--- config.mk ---
export PLATFORM = sky130hd
export DESIGN_NAME = vram_writer
export DESIGN_NICKNAME = d
export VERILOG_FILES = /design/src/rtl/gpu_pkg.sv /design/src/rtl/sync_fifo.sv /design/src/rtl/vram_writer.sv
export SDC_FILE = /design/constraint.sdc
export NUM_CORES = 1
export LEC_CHECK = 0
export CORE_MARGIN = 4
export CORE_UTILIZATION = 40
export CTS_BUF_LIST = sky130_fd_sc_hd__clkbuf_2 sky130_fd_sc_hd__clkbuf_4 sky130_fd_sc_hd__clkbuf_8
export CTS_CLUSTER_SIZE = 30
export DETAILED_ROUTE_END_ITERATION = 6
export GPL_TIMING_DRIVEN = 1
export PLACE_DENSITY = 0.58
export SYNTH_ARGS = -nofsm -noshare
export SYNTH_HDL_FRONTEND = slang
export SYNTH_SLANG_ARGS = --single-unit
--- constraint.sdc ---
create_clock -name clk -period 3.5 [get_ports clk]
set_clock_uncertainty 0.2 [all_clocks]
set_input_delay 0.7 -clock clk [delete_from_list [all_inputs] [get_ports clk]]
set_output_delay 0.7 -clock clk [all_outputs]
set_load 0.005 [all_outputs]
--- src/rtl/gpu_pkg.sv ---
// rtl/gpu_pkg.sv - shared constants and helpers for the VRAM write path
package gpu_pkg;

    localparam int VRAM_ADDR_W = 15;
    localparam int VRAM_DATA_W = 8;
    localparam int VRAM_LAST   = 18448;
    localparam int ENTRY_W     = VRAM_ADDR_W + VRAM_DATA_W;

    typedef enum logic [1:0] {
        SEL_ADDR_LO = 2'd0,
        SEL_ADDR_HI = 2'd1,
        SEL_DATA    = 2'd2,
        SEL_STATUS  = 2'd3
    } reg_sel_e;

    localparam int STAT_EMPTY = 0;
    localparam int STAT_FULL  = 1;
    localparam int STAT_OVF   = 2;

    // Next pointer value: anything at or beyond the last valid byte wraps to 0,
    // which also covers a pointer that was loaded out of range.
    function automatic logic [VRAM_ADDR_W-1:0] ptr_next(input logic [VRAM_ADDR_W-1:0] p,
                                                        input int last);
        if (int'({1'b0, p}) >= last) begin
            return '0;
        end
        return p + VRAM_ADDR_W'(1);
    endfunction

endpackage

--- src/rtl/sync_fifo.sv ---
// rtl/sync_fifo.sv - single-clock FIFO with full/empty/count status
module sync_fifo #(
    parameter int WIDTH = 23,
    parameter int DEPTH = 4
) (
    input  logic                     clk,
    input  logic                     reset,
    input  logic                     push_i,
    input  logic [WIDTH-1:0]         wdata_i,
    input  logic                     pop_i,
    output logic [WIDTH-1:0]         rdata_o,
    output logic                     full_o,
    output logic                     empty_o,
    output logic [$clog2(DEPTH):0]   count_o
);

    localparam int AW = $clog2(DEPTH);
    localparam int CW = AW + 1;

    logic [WIDTH-1:0] mem_q [DEPTH];
    logic [AW-1:0]    wr_ptr_q, wr_ptr_d;
    logic [AW-1:0]    rd_ptr_q, rd_ptr_d;
    logic [CW-1:0]    count_q, count_d;
    logic             do_push, do_pop;

    assign full_o  = (count_q == CW'(DEPTH));
    assign empty_o = (count_q == '0);
    assign count_o = count_q;
    assign rdata_o = mem_q[rd_ptr_q];

    // Push is refused when full and pop when empty; both may proceed together.
    always_comb begin
        do_push  = push_i && !full_o;
        do_pop   = pop_i && !empty_o;
        wr_ptr_d = wr_ptr_q;
        rd_ptr_d = rd_ptr_q;
        count_d  = count_q;
        if (do_push) begin
            wr_ptr_d = wr_ptr_q + AW'(1);
        end
        if (do_pop) begin
            rd_ptr_d = rd_ptr_q + AW'(1);
        end
        case ({do_push, do_pop})
            2'b10:   count_d = count_q + CW'(1);
            2'b01:   count_d = count_q - CW'(1);
            default: count_d = count_q;
        endcase
    end

    // Pointer and occupancy registers; reset discards all queued entries.
    always_ff @(posedge clk or posedge reset) begin
        if (reset) begin
            wr_ptr_q <= '0;
            rd_ptr_q <= '0;
            count_q  <= '0;
        end else begin
            wr_ptr_q <= wr_ptr_d;
            rd_ptr_q <= rd_ptr_d;
            count_q  <= count_d;
        end
    end

    // Entry storage needs no reset: occupancy alone decides what is valid.
    always_ff @(posedge clk) begin
        if (do_push) begin
            mem_q[wr_ptr_q] <= wdata_i;
        end
    end

endmodule

--- src/rtl/vram_writer.sv ---
// rtl/vram_writer.sv - CPU register port that queues byte writes into VRAM
module vram_writer
    import gpu_pkg::*;
#(
    parameter int FIFO_DEPTH = 4,
    parameter int MEM_LAST   = VRAM_LAST
) (
    input  logic                   clk,
    input  logic                   reset,
    input  logic [1:0]             reg_sel,
    input  logic                   reg_we,
    input  logic                   reg_re,
    input  logic [7:0]             reg_wdata,
    output logic [7:0]             reg_rdata,
    input  logic                   mem_ready,
    output logic                   w_en,
    output logic [VRAM_ADDR_W-1:0] w_addr,
    output logic [VRAM_DATA_W-1:0] w_data,
    output logic                   busy
);

    localparam int CW = $clog2(FIFO_DEPTH) + 1;

    logic [VRAM_ADDR_W-1:0] ptr_q, ptr_d;
    logic                   autoinc_q, autoinc_d;
    logic                   ovf_q, ovf_d;
    logic [7:0]             rdata_q, rdata_d;
    logic                   w_en_q, w_en_d;
    logic [VRAM_ADDR_W-1:0] w_addr_q, w_addr_d;
    logic [VRAM_DATA_W-1:0] w_data_q, w_data_d;

    logic                   push, pop, ovf_event, status_rd;
    logic [ENTRY_W-1:0]     push_entry, head_entry;
    logic                   fifo_full, fifo_empty;
    logic [CW-1:0]          fifo_count;

    sync_fifo #(
        .WIDTH (ENTRY_W),
        .DEPTH (FIFO_DEPTH)
    ) u_fifo (
        .clk     (clk),
        .reset   (reset),
        .push_i  (push),
        .wdata_i (push_entry),
        .pop_i   (pop),
        .rdata_o (head_entry),
        .full_o  (fifo_full),
        .empty_o (fifo_empty),
        .count_o (fifo_count)
    );

    // Register writes, queue push, overflow tracking, read data and drain select.
    always_comb begin
        ptr_d      = ptr_q;
        autoinc_d  = autoinc_q;
        push       = 1'b0;
        ovf_event  = 1'b0;
        push_entry = {ptr_q, reg_wdata};
        rdata_d    = rdata_q;

        if (reg_we) begin
            case (reg_sel)
                SEL_ADDR_LO: ptr_d[7:0] = reg_wdata;
                SEL_ADDR_HI: begin
                    ptr_d[VRAM_ADDR_W-1:8] = reg_wdata[6:0];
                    autoinc_d              = reg_wdata[7];
                end
                SEL_DATA: begin
                    // Fullness is judged before any same-cycle pop frees a slot.
                    if (fifo_full) begin
                        ovf_event = 1'b1;
                    end else begin
                        push = 1'b1;
                        if (autoinc_q) begin
                            ptr_d = ptr_next(ptr_q, MEM_LAST);
                        end
                    end
                end
                default: ;
            endcase
        end

        status_rd = reg_re && (reg_sel == SEL_STATUS);
        // A new overflow on the clearing read edge must survive the clear.
        ovf_d = (ovf_q && !status_rd) || ovf_event;

        if (reg_re) begin
            case (reg_sel)
                SEL_ADDR_LO: rdata_d = ptr_q[7:0];
                SEL_ADDR_HI: rdata_d = {autoinc_q, ptr_q[VRAM_ADDR_W-1:8]};
                SEL_DATA:    rdata_d = 8'h00;
                default: begin
                    rdata_d             = 8'h00;
                    rdata_d[STAT_OVF]   = ovf_q;
                    rdata_d[STAT_FULL]  = fifo_full;
                    rdata_d[STAT_EMPTY] = fifo_empty;
                end
            endcase
        end

        pop      = mem_ready && (fifo_count != '0);
        w_en_d   = pop;
        w_addr_d = pop ? head_entry[ENTRY_W-1:VRAM_DATA_W] : w_addr_q;
        w_data_d = pop ? head_entry[VRAM_DATA_W-1:0] : w_data_q;
    end

    // Architectural registers and the registered VRAM write port.
    always_ff @(posedge clk or posedge reset) begin
        if (reset) begin
            ptr_q     <= '0;
            autoinc_q <= 1'b0;
            ovf_q     <= 1'b0;
            rdata_q   <= '0;
            w_en_q    <= 1'b0;
            w_addr_q  <= '0;
            w_data_q  <= '0;
        end else begin
            ptr_q     <= ptr_d;
            autoinc_q <= autoinc_d;
            ovf_q     <= ovf_d;
            rdata_q   <= rdata_d;
            w_en_q    <= w_en_d;
            w_addr_q  <= w_addr_d;
            w_data_q  <= w_data_d;
        end
    end

    assign reg_rdata = rdata_q;
    assign w_en      = w_en_q;
    assign w_addr    = w_addr_q;
    assign w_data    = w_data_q;
    assign busy      = fifo_full;

endmodule

# Yosys cells after proc, flatten, opt, wreduce, memory -nomap -nowiden
# Memory sizes are Yosys's and may differ from the RTL's. A register that Yosys moved wholly into a read port is not among the register bits.
# Cells that the tools add are included.
[op_classes] add_sub_neg=5 n_mul=0 div_mod_pow=0 order_cmp=1 eq_ne=8 shift=0 mux=21 bitwise=0 n_reduce_logical=18
[op_table] cell="15-bit two-way mux" count=4
[op_table] cell="8-bit case mux with 3 select lines" count=1
[op_table] cell="8-bit case mux with 2 select lines" count=1
[op_table] cell="15-bit by 1-bit adder with 15-bit output, second input constant" count=1
[op_table] cell="15-bit greater-or-equal comparator, second input constant" count=1
[op_table] cell="7-bit case mux with 2 select lines" count=1
[op_table] cell="1-bit two-way mux" count=13
[op_table] cell="4-bit AND reduction" count=2
[op_table] cell="2-bit == test, second input constant" count=3
[op_table] cell="3-bit case mux with 2 select lines" count=1
[op_table] cell="2-bit nonzero test" count=3
[op_table] cell="1-bit logical AND" count=5
[op_table] cell="2-bit by 1-bit adder with 2-bit output, second input constant" count=2
[op_table] cell="2-bit by 1-bit == test with 1-bit output, second input constant" count=2
[op_table] cell="2-bit inequality test, second input constant" count=2
[op_table] cell="3-bit by 1-bit adder with 3-bit output, second input constant" count=1
[op_table] cell="3-bit == test, second input constant" count=1
[op_table] cell="1-bit logical NOT" count=3
[op_table] cell="3-bit logical NOT" count=1
[op_table] cell="3-bit nonzero test" count=1
[op_table] cell="3-bit by 1-bit subtractor with 3-bit output, second input constant" count=1
[op_table] cell="2-bit logical NOT" count=1
[op_table] cell="2-bit AND reduction" count=1
[op_table] cell="1-bit logical OR" count=1
[totals] reg_bits=33 latch_bits=0 ram_bits=92 mem_bits_ro=0 out_inout_bits=33 wordCells=63 memories=1
[mem_list] memory="u_fifo.mem_q" words=4 width=23 read_ports=1 rd_clocked_by_memory_dff=1 wr=1 line_no="sync_fifo.sv:20" text="logic [WIDTH-1:0] mem_q [DEPTH];"

# Depth between registers and ports, before layout
[logic_depth] ltp_word=10 mapped_depth=10

# By module
# Synthesis repeated with hierarchy kept, for this count alone.
[hier_totals] hier_cells=442 area_unflattened_um2=6412.4
[by_module_without_submodules] mod="sync_fifo" n_inst=1 cells_each=159 area_each_um2=3794.9 seq_area_each_um2=2937.8
[by_module_without_submodules] mod="vram_writer" n_inst=1 cells_each=283 area_each_um2=2617.5 seq_area_each_um2=1226.2

# Worst setup path after synthesis
# No wires, ideal clock.
[synth_path] path_kind="input to register" startpoint="input port mem_ready" endpoint="register u_fifo.count_q[2], in the netlist u_fifo.count_o[2]" setup_time_ps=79 arrival_ps=2286 required_time_ps=3221 setup_slack_ps=935 cell_stages=9 path_buffers=1 path_cell_list="nand2b_1 -> clkinv_1 -> buf_1 -> ha_1 -> inv_1 -> fa_1 -> xor2_1 -> nor2_1 -> xor2_1"
[synth_between] elab_chain_len=4 word_cells_on_any_way=6 classes_between="eq/ne: 2; mux: 1; reduce/logical: 3"
[synth_lines] item="start: declaration" line_no="vram_writer.sv:15" text="input logic mem_ready,"
[synth_lines] item="1-bit logical AND (*)" line_no="vram_writer.sv:101" text="pop = mem_ready && (fifo_count != '0);"
[synth_lines] item="named net pop" line_no="vram_writer.sv:32" text="logic push, pop, ovf_event, status_rd;"
[synth_lines] item="1-bit logical AND (*)" line_no="sync_fifo.sv:34" text="do_pop = pop_i && !empty_o;"
[synth_lines] item="2-bit by 1-bit == test with 1-bit output or 2-bit == test (tied branches)" line_no="sync_fifo.sv:44" text="case ({do_push, do_pop})"
[synth_lines] item="3-bit case mux with 2 select lines or 2-bit nonzero test (tied branches)"
[synth_lines] item="end signal: assignment" line_no="sync_fifo.sv:60" text="count_q <= count_d;"
[synth_lines] item="end: declaration" line_no="sync_fifo.sv:23" text="logic [CW-1:0] count_q, count_d;"
# Mark *: on every way through the listed nets, which the timed path passes. The rest lies on a longest branch.
# A chain may end at the register's enable or synchronous reset.

# Worst setup path after layout
[layout_path] startpoint="register u_fifo.count_q[0], in the netlist u_fifo.count_o[0]" endpoint="output port busy"
[layout_between] elab_chain_len=1
[layout_lines] item="3-bit == test" line_no="sync_fifo.sv:26" text="assign full_o = (count_q == CW'(DEPTH));"
[layout_lines] item="end: declaration" line_no="vram_writer.sv:19" text="output logic busy"
# Every way passes these cells.

==> out/qor.json <==
{
  "outcome": {
    "status": "finished clean"
  },
  "worst_setup_path": {
    "path_delay_family": "buffers and inverters",
    "critPathArrivalTime_ns": 2.03,
    "r2r_cell_count": 5,
    "worst_ep_required_time_ns": 2.60,
    "crit_path_end": "busy",
    "critical_path_maximum_fanout": 4,
    "worst_path_max_delay_cell": "sky130_fd_sc_hd__or3b_2",
    "worst_setup_path_start_kind": "flop",
    "crit_chain": "or3b_2 -> inv_1 -> clkdlybuf4s50_1",
    "critPathCaptureType": "output port",
    "regToRegSetupSlack_ns": 0.83,
    "path_class": "flop to output port",
    "regToRegEndpoint": "ptr_q[6]",
    "crit_start": "u_fifo.count_o[0]",
    "crit-reg2reg-launch": "ptr_q[6]",
    "crit_path_max_incr_delay_ns": 0.53,
    "critical_path.n_buffers_inverters": 2,
    "critical_path_cell_count": 3
  },
  "cts": {
    "cts-buffers-inserted": 17,
    "clkSlewWorstSetupHoldPaths_ns": 0.08,
    "buffer_count_from_post_cts_setup_fixing": 0,
    "cts_root_buffer": "sky130_fd_sc_hd__clkbuf_8",
    "holdBufCountCts": 0,
    "clock_tree_from_tritoncts": "done",
    "clk-insertion-delay-late_ns": 0.45,
    "cts_max_path_buffers": 2,
    "cts.htree.levels": 4,
    "post_cts_resize_count": 0,
    "cts_sinks": 148
  },
  "timing": {
    "max-slew-margin-rel_pct": 54.0,
    "fin_hold_ws_ns": 0.306,
    "setup_viol": 0,
    "finalWorstPathRequiredPeriod_ns": 2.93,
    "clock.fmax_ghz": 0.342,
    "rsz0062_at_grt": "no",
    "slew_at_the_pin_closest_to_its_max_slew_limit_ns": 0.688,
    "finalHoldViolCount": 0,
    "final_max_slew_viol_count": 0,
    "fin_crit_sh_pct": 83.6,
    "setup_tns_final_ns": 0
  },
  "place": {
    "place.gp.congestion": 0.859,
    "io_buffer_count": 47,
    "detailed_place_hpwl_mm": 7.68
  },
  "grt": {
    "grt_use_met1_pct": 20.2,
    "gr-usage-met2_pct": 22.5,
    "vias_in_the_first_global_route": 3543,
    "grt_antenna_before_repair": 0,
    "overall_track_demand_over_capacity_in_global_routing_pct": 14.9,
    "met3_usage_pct": 4.32,
    "grt_overflow": 0,
    "maximum_number_of_pins_on_one_net_before_global_route_repair": 26,
    "layer_with_the_highest_usage_after_global_routing": "met2",
    "grt_pass1_wl_mm": 19.8
  },
  "synth": {
    "synth.net_count": 402,
    "synth_edf_count": 92,
    "number_of_flip_flops_and_latches_in_the_synthesized_netlist": 148,
    "syn-instance-count": 379,
    "synth.cell_area_um2": 6110,
    "post_synth.cell_area_avg_um2": 16.1,
    "yosysSeqAreaShare_pct": 68.2,
    "yosysUniqueCellTypes": 49,
    "postSynth.asyncResetShare_pct": 37.8,
    "synth.yosys.warnings": 0,
    "synth-main-ff-cell": "sky130_fd_sc_hd__edfxtp_1"
  },
  "power": {
    "p_leak_uw": 0.00268,
    "power.density_nw_per_um2": 748,
    "netSwitchingPower_uw": 1520,
    "power.internal_uw": 3900,
    "power_share_of_the_combinational_group_pct": 26.8,
    "power.sequential.fraction_pct": 47.2,
    "swShare_pct": 28.0,
    "worst_ir_drop_vdd_mv": 0.356,
    "clockPowerShare_pct": 25.9
  },
  "cells_and_area": {
    "area_growth_syn_to_layout_pct": 18.6,
    "num_antenna_cells": 0,
    "nets": 463,
    "layout-drive-gt1-share_pct": 22.3,
    "filler_cell_count": 1264
  },
  "detailed_routing": {
    "wire_per_inst_um": 18.8,
    "via_count": 3410,
    "postRouteWirelength_mm": 12.0,
    "first_pass_iters": 4,
    "drt-vias-per-instance": 5.35,
    "drtIter0Drc": 261,
    "drt_drc_violations_left": 0,
    "drt.antenna.violating_nets": 0
  },
  "floorplan": {
    "initial_utilization_pct": 41.4,
    "placementRows": 44,
    "io_pins": 48,
    "core-area_um2": 14800,
    "die-width_um": 132,
    "fp.dieArea_um2": 17300,
    "die_height_um": 132
  },
  "flow_run": {
    "drv.max_cap_violation_count": 0
  },
  "hold_path": {
    "min-delay-path-class": "flop to flop"
  }
}
## stage by stage
step	utilization, %	setup WS (ns)	instances	total power (uW)	cell area, um^2
after floorplan	-	0.935	379	3420	6110
after global placement	46.2	0.521	605	4050	6820
after detailed placement	46.2	0.481	605	4090	6820
after CTS	49.1	0.542	637	5490	7240
after global routing	49.1	0.485	637	5750	7240
final	49.1	0.572	637	5420	7240
## area by class of cell
type / count / area, um^2 / area share (%)
clock inverter: 12 / 160 / 2.21
inverter: 26 / 97.6 / 1.35
clock buffer: 20 / 263 / 3.63
sequential: 148 / 4160 / 57.5
tap: 184 / 230 / 3.18
multi-input combinational: 188 / 1770 / 24.4
timing repair buffer: 59 / 561 / 7.74
## worst reg2reg max path: cells and delay by family, from the launching register on
family	cells	cell delay [ns]
compound gates	3	1.00
simple gates	2	0.87
flops	1	0.54
## worst min path at each step
stage	start	endpoint	slack, ns	cells after the start
6_report	w_addr[0]	w_addr[0]	0.31	1
4_1_cts	w_addr[0]	w_addr[0]	0.31	1
3_5_place_dp	w_addr[0]	w_addr[0]	0.30	1
2_1_floorplan	ovf_q	ovf_q	0.27	2
3_3_place_gp	w_data[0]	w_data[0]	0.29	1
5_1_grt	w_addr[0]	w_addr[0]	0.33	1
## synthesized netlist by cell type, types with 2 or more instances
library cell                count  area (um^2)
sky130_fd_sc_hd__buf_2          4         20.0
sky130_fd_sc_hd__nor2_1         8         30.0
sky130_fd_sc_hd__nand2b_1       4         25.0
sky130_fd_sc_hd__xnor2_1        4         35.0
sky130_fd_sc_hd__mux2_2        25          282
sky130_fd_sc_hd__ha_1           7         87.6
sky130_fd_sc_hd__nand3_1        5         25.0
sky130_fd_sc_hd__a21oi_1       12         60.1
sky130_fd_sc_hd__nand4_1        5         31.3
sky130_fd_sc_hd__and3_1         2         12.5
sky130_fd_sc_hd__a21o_1         2         15.0
sky130_fd_sc_hd__dfrtp_1       56         1400
sky130_fd_sc_hd__a22o_1         2         17.5
sky130_fd_sc_hd__inv_1         25         93.8
sky130_fd_sc_hd__buf_1          3         11.3
sky130_fd_sc_hd__mux4_2        23          518
sky130_fd_sc_hd__clkbuf_1       9         33.8
sky130_fd_sc_hd__o31a_2         4         40.0
sky130_fd_sc_hd__o22ai_1       10         62.6
sky130_fd_sc_hd__o41ai_1        3         26.3
sky130_fd_sc_hd__nand2_1       17         63.8
sky130_fd_sc_hd__o2bb2ai_1      2         17.5
sky130_fd_sc_hd__a31oi_1        4         25.0
sky130_fd_sc_hd__a22oi_1        3         22.5
sky130_fd_sc_hd__and2_1         5         31.3
sky130_fd_sc_hd__edfxtp_1      92         2760
sky130_fd_sc_hd__o21ai_0       10         50.1
sky130_fd_sc_hd__o31ai_1        2         15.0
sky130_fd_sc_hd__a221oi_1       2         17.5
sky130_fd_sc_hd__mux2i_1        8         80.1
sky130_fd_sc_hd__nor3_1         2         10.0
sky130_fd_sc_hd__xor2_1         2         17.5
## power groups by stage
stage	combinational [uW]	clock, uW	sequential [uW]
finish	1450	1410	2560
global route	1610	1520	2620
CTS	1500	1430	2560
detailed placement	1490	0	2600
global placement	1470	0	2580
floorplan	923	0	2500
## sequential cells by signal, indices dropped and copies added (netlist names)
| signal | cells |
|---|---|
| ovf_q | 1 |
| u_fifo.mem_q | 92 |
| u_fifo.count_o | 3 |
| w_data | 8 |
| ptr_q | 15 |
| u_fifo.rd_ptr_q | 2 |
| autoinc_q | 1 |
| reg_rdata | 8 |
| w_en | 1 |
| u_fifo.wr_ptr_q | 2 |
| w_addr | 15 |
## cell families (layout without fill, tap and decap cells)
group / Yosys count / after routing / share of synthesized area [%]
adders and majority gates: 8 / 8 / 1.76
xor gates and xnor gates: 6 / 6 / 0.860
AOI/OAI and AO/OA: 63 / 63 / 7.19
muxes: 56 / 56 / 14.4
buffers and inverters: 43 / 117 / 2.85
DFF: 148 / 148 / 68.2
and+or+nand+nor: 55 / 55 / 4.75
## cell usage in the layout, fill, tap and decap left out, drive strengths merged, types with 5 or more instances in the layout
master          n
a21oi          12
and2            5
buf            12
clkbuf         20
clkdlybuf4s50  47
clkinv          9
dfrtp          56
edfxtp         92
ha              7
inv            25
mux2           25
mux2i           8
mux4           23
nand2          17
nand3           5
nand4           5
nor2            8
o21ai          10
o22ai          10
o31a            5
## per-layer routing
| layer | vias up | share of wire [%] |
|---|---|---|
| met3 | 19 | 5.0 |
| met1 | 1717 | 45 |
| met4 | 0 | 1.9 |
| met2 | 97 | 48 |
| met5 | - | 0 |
| li1 | 1577 | - |
Note: power is estimated with default switching activity, not from simulation.
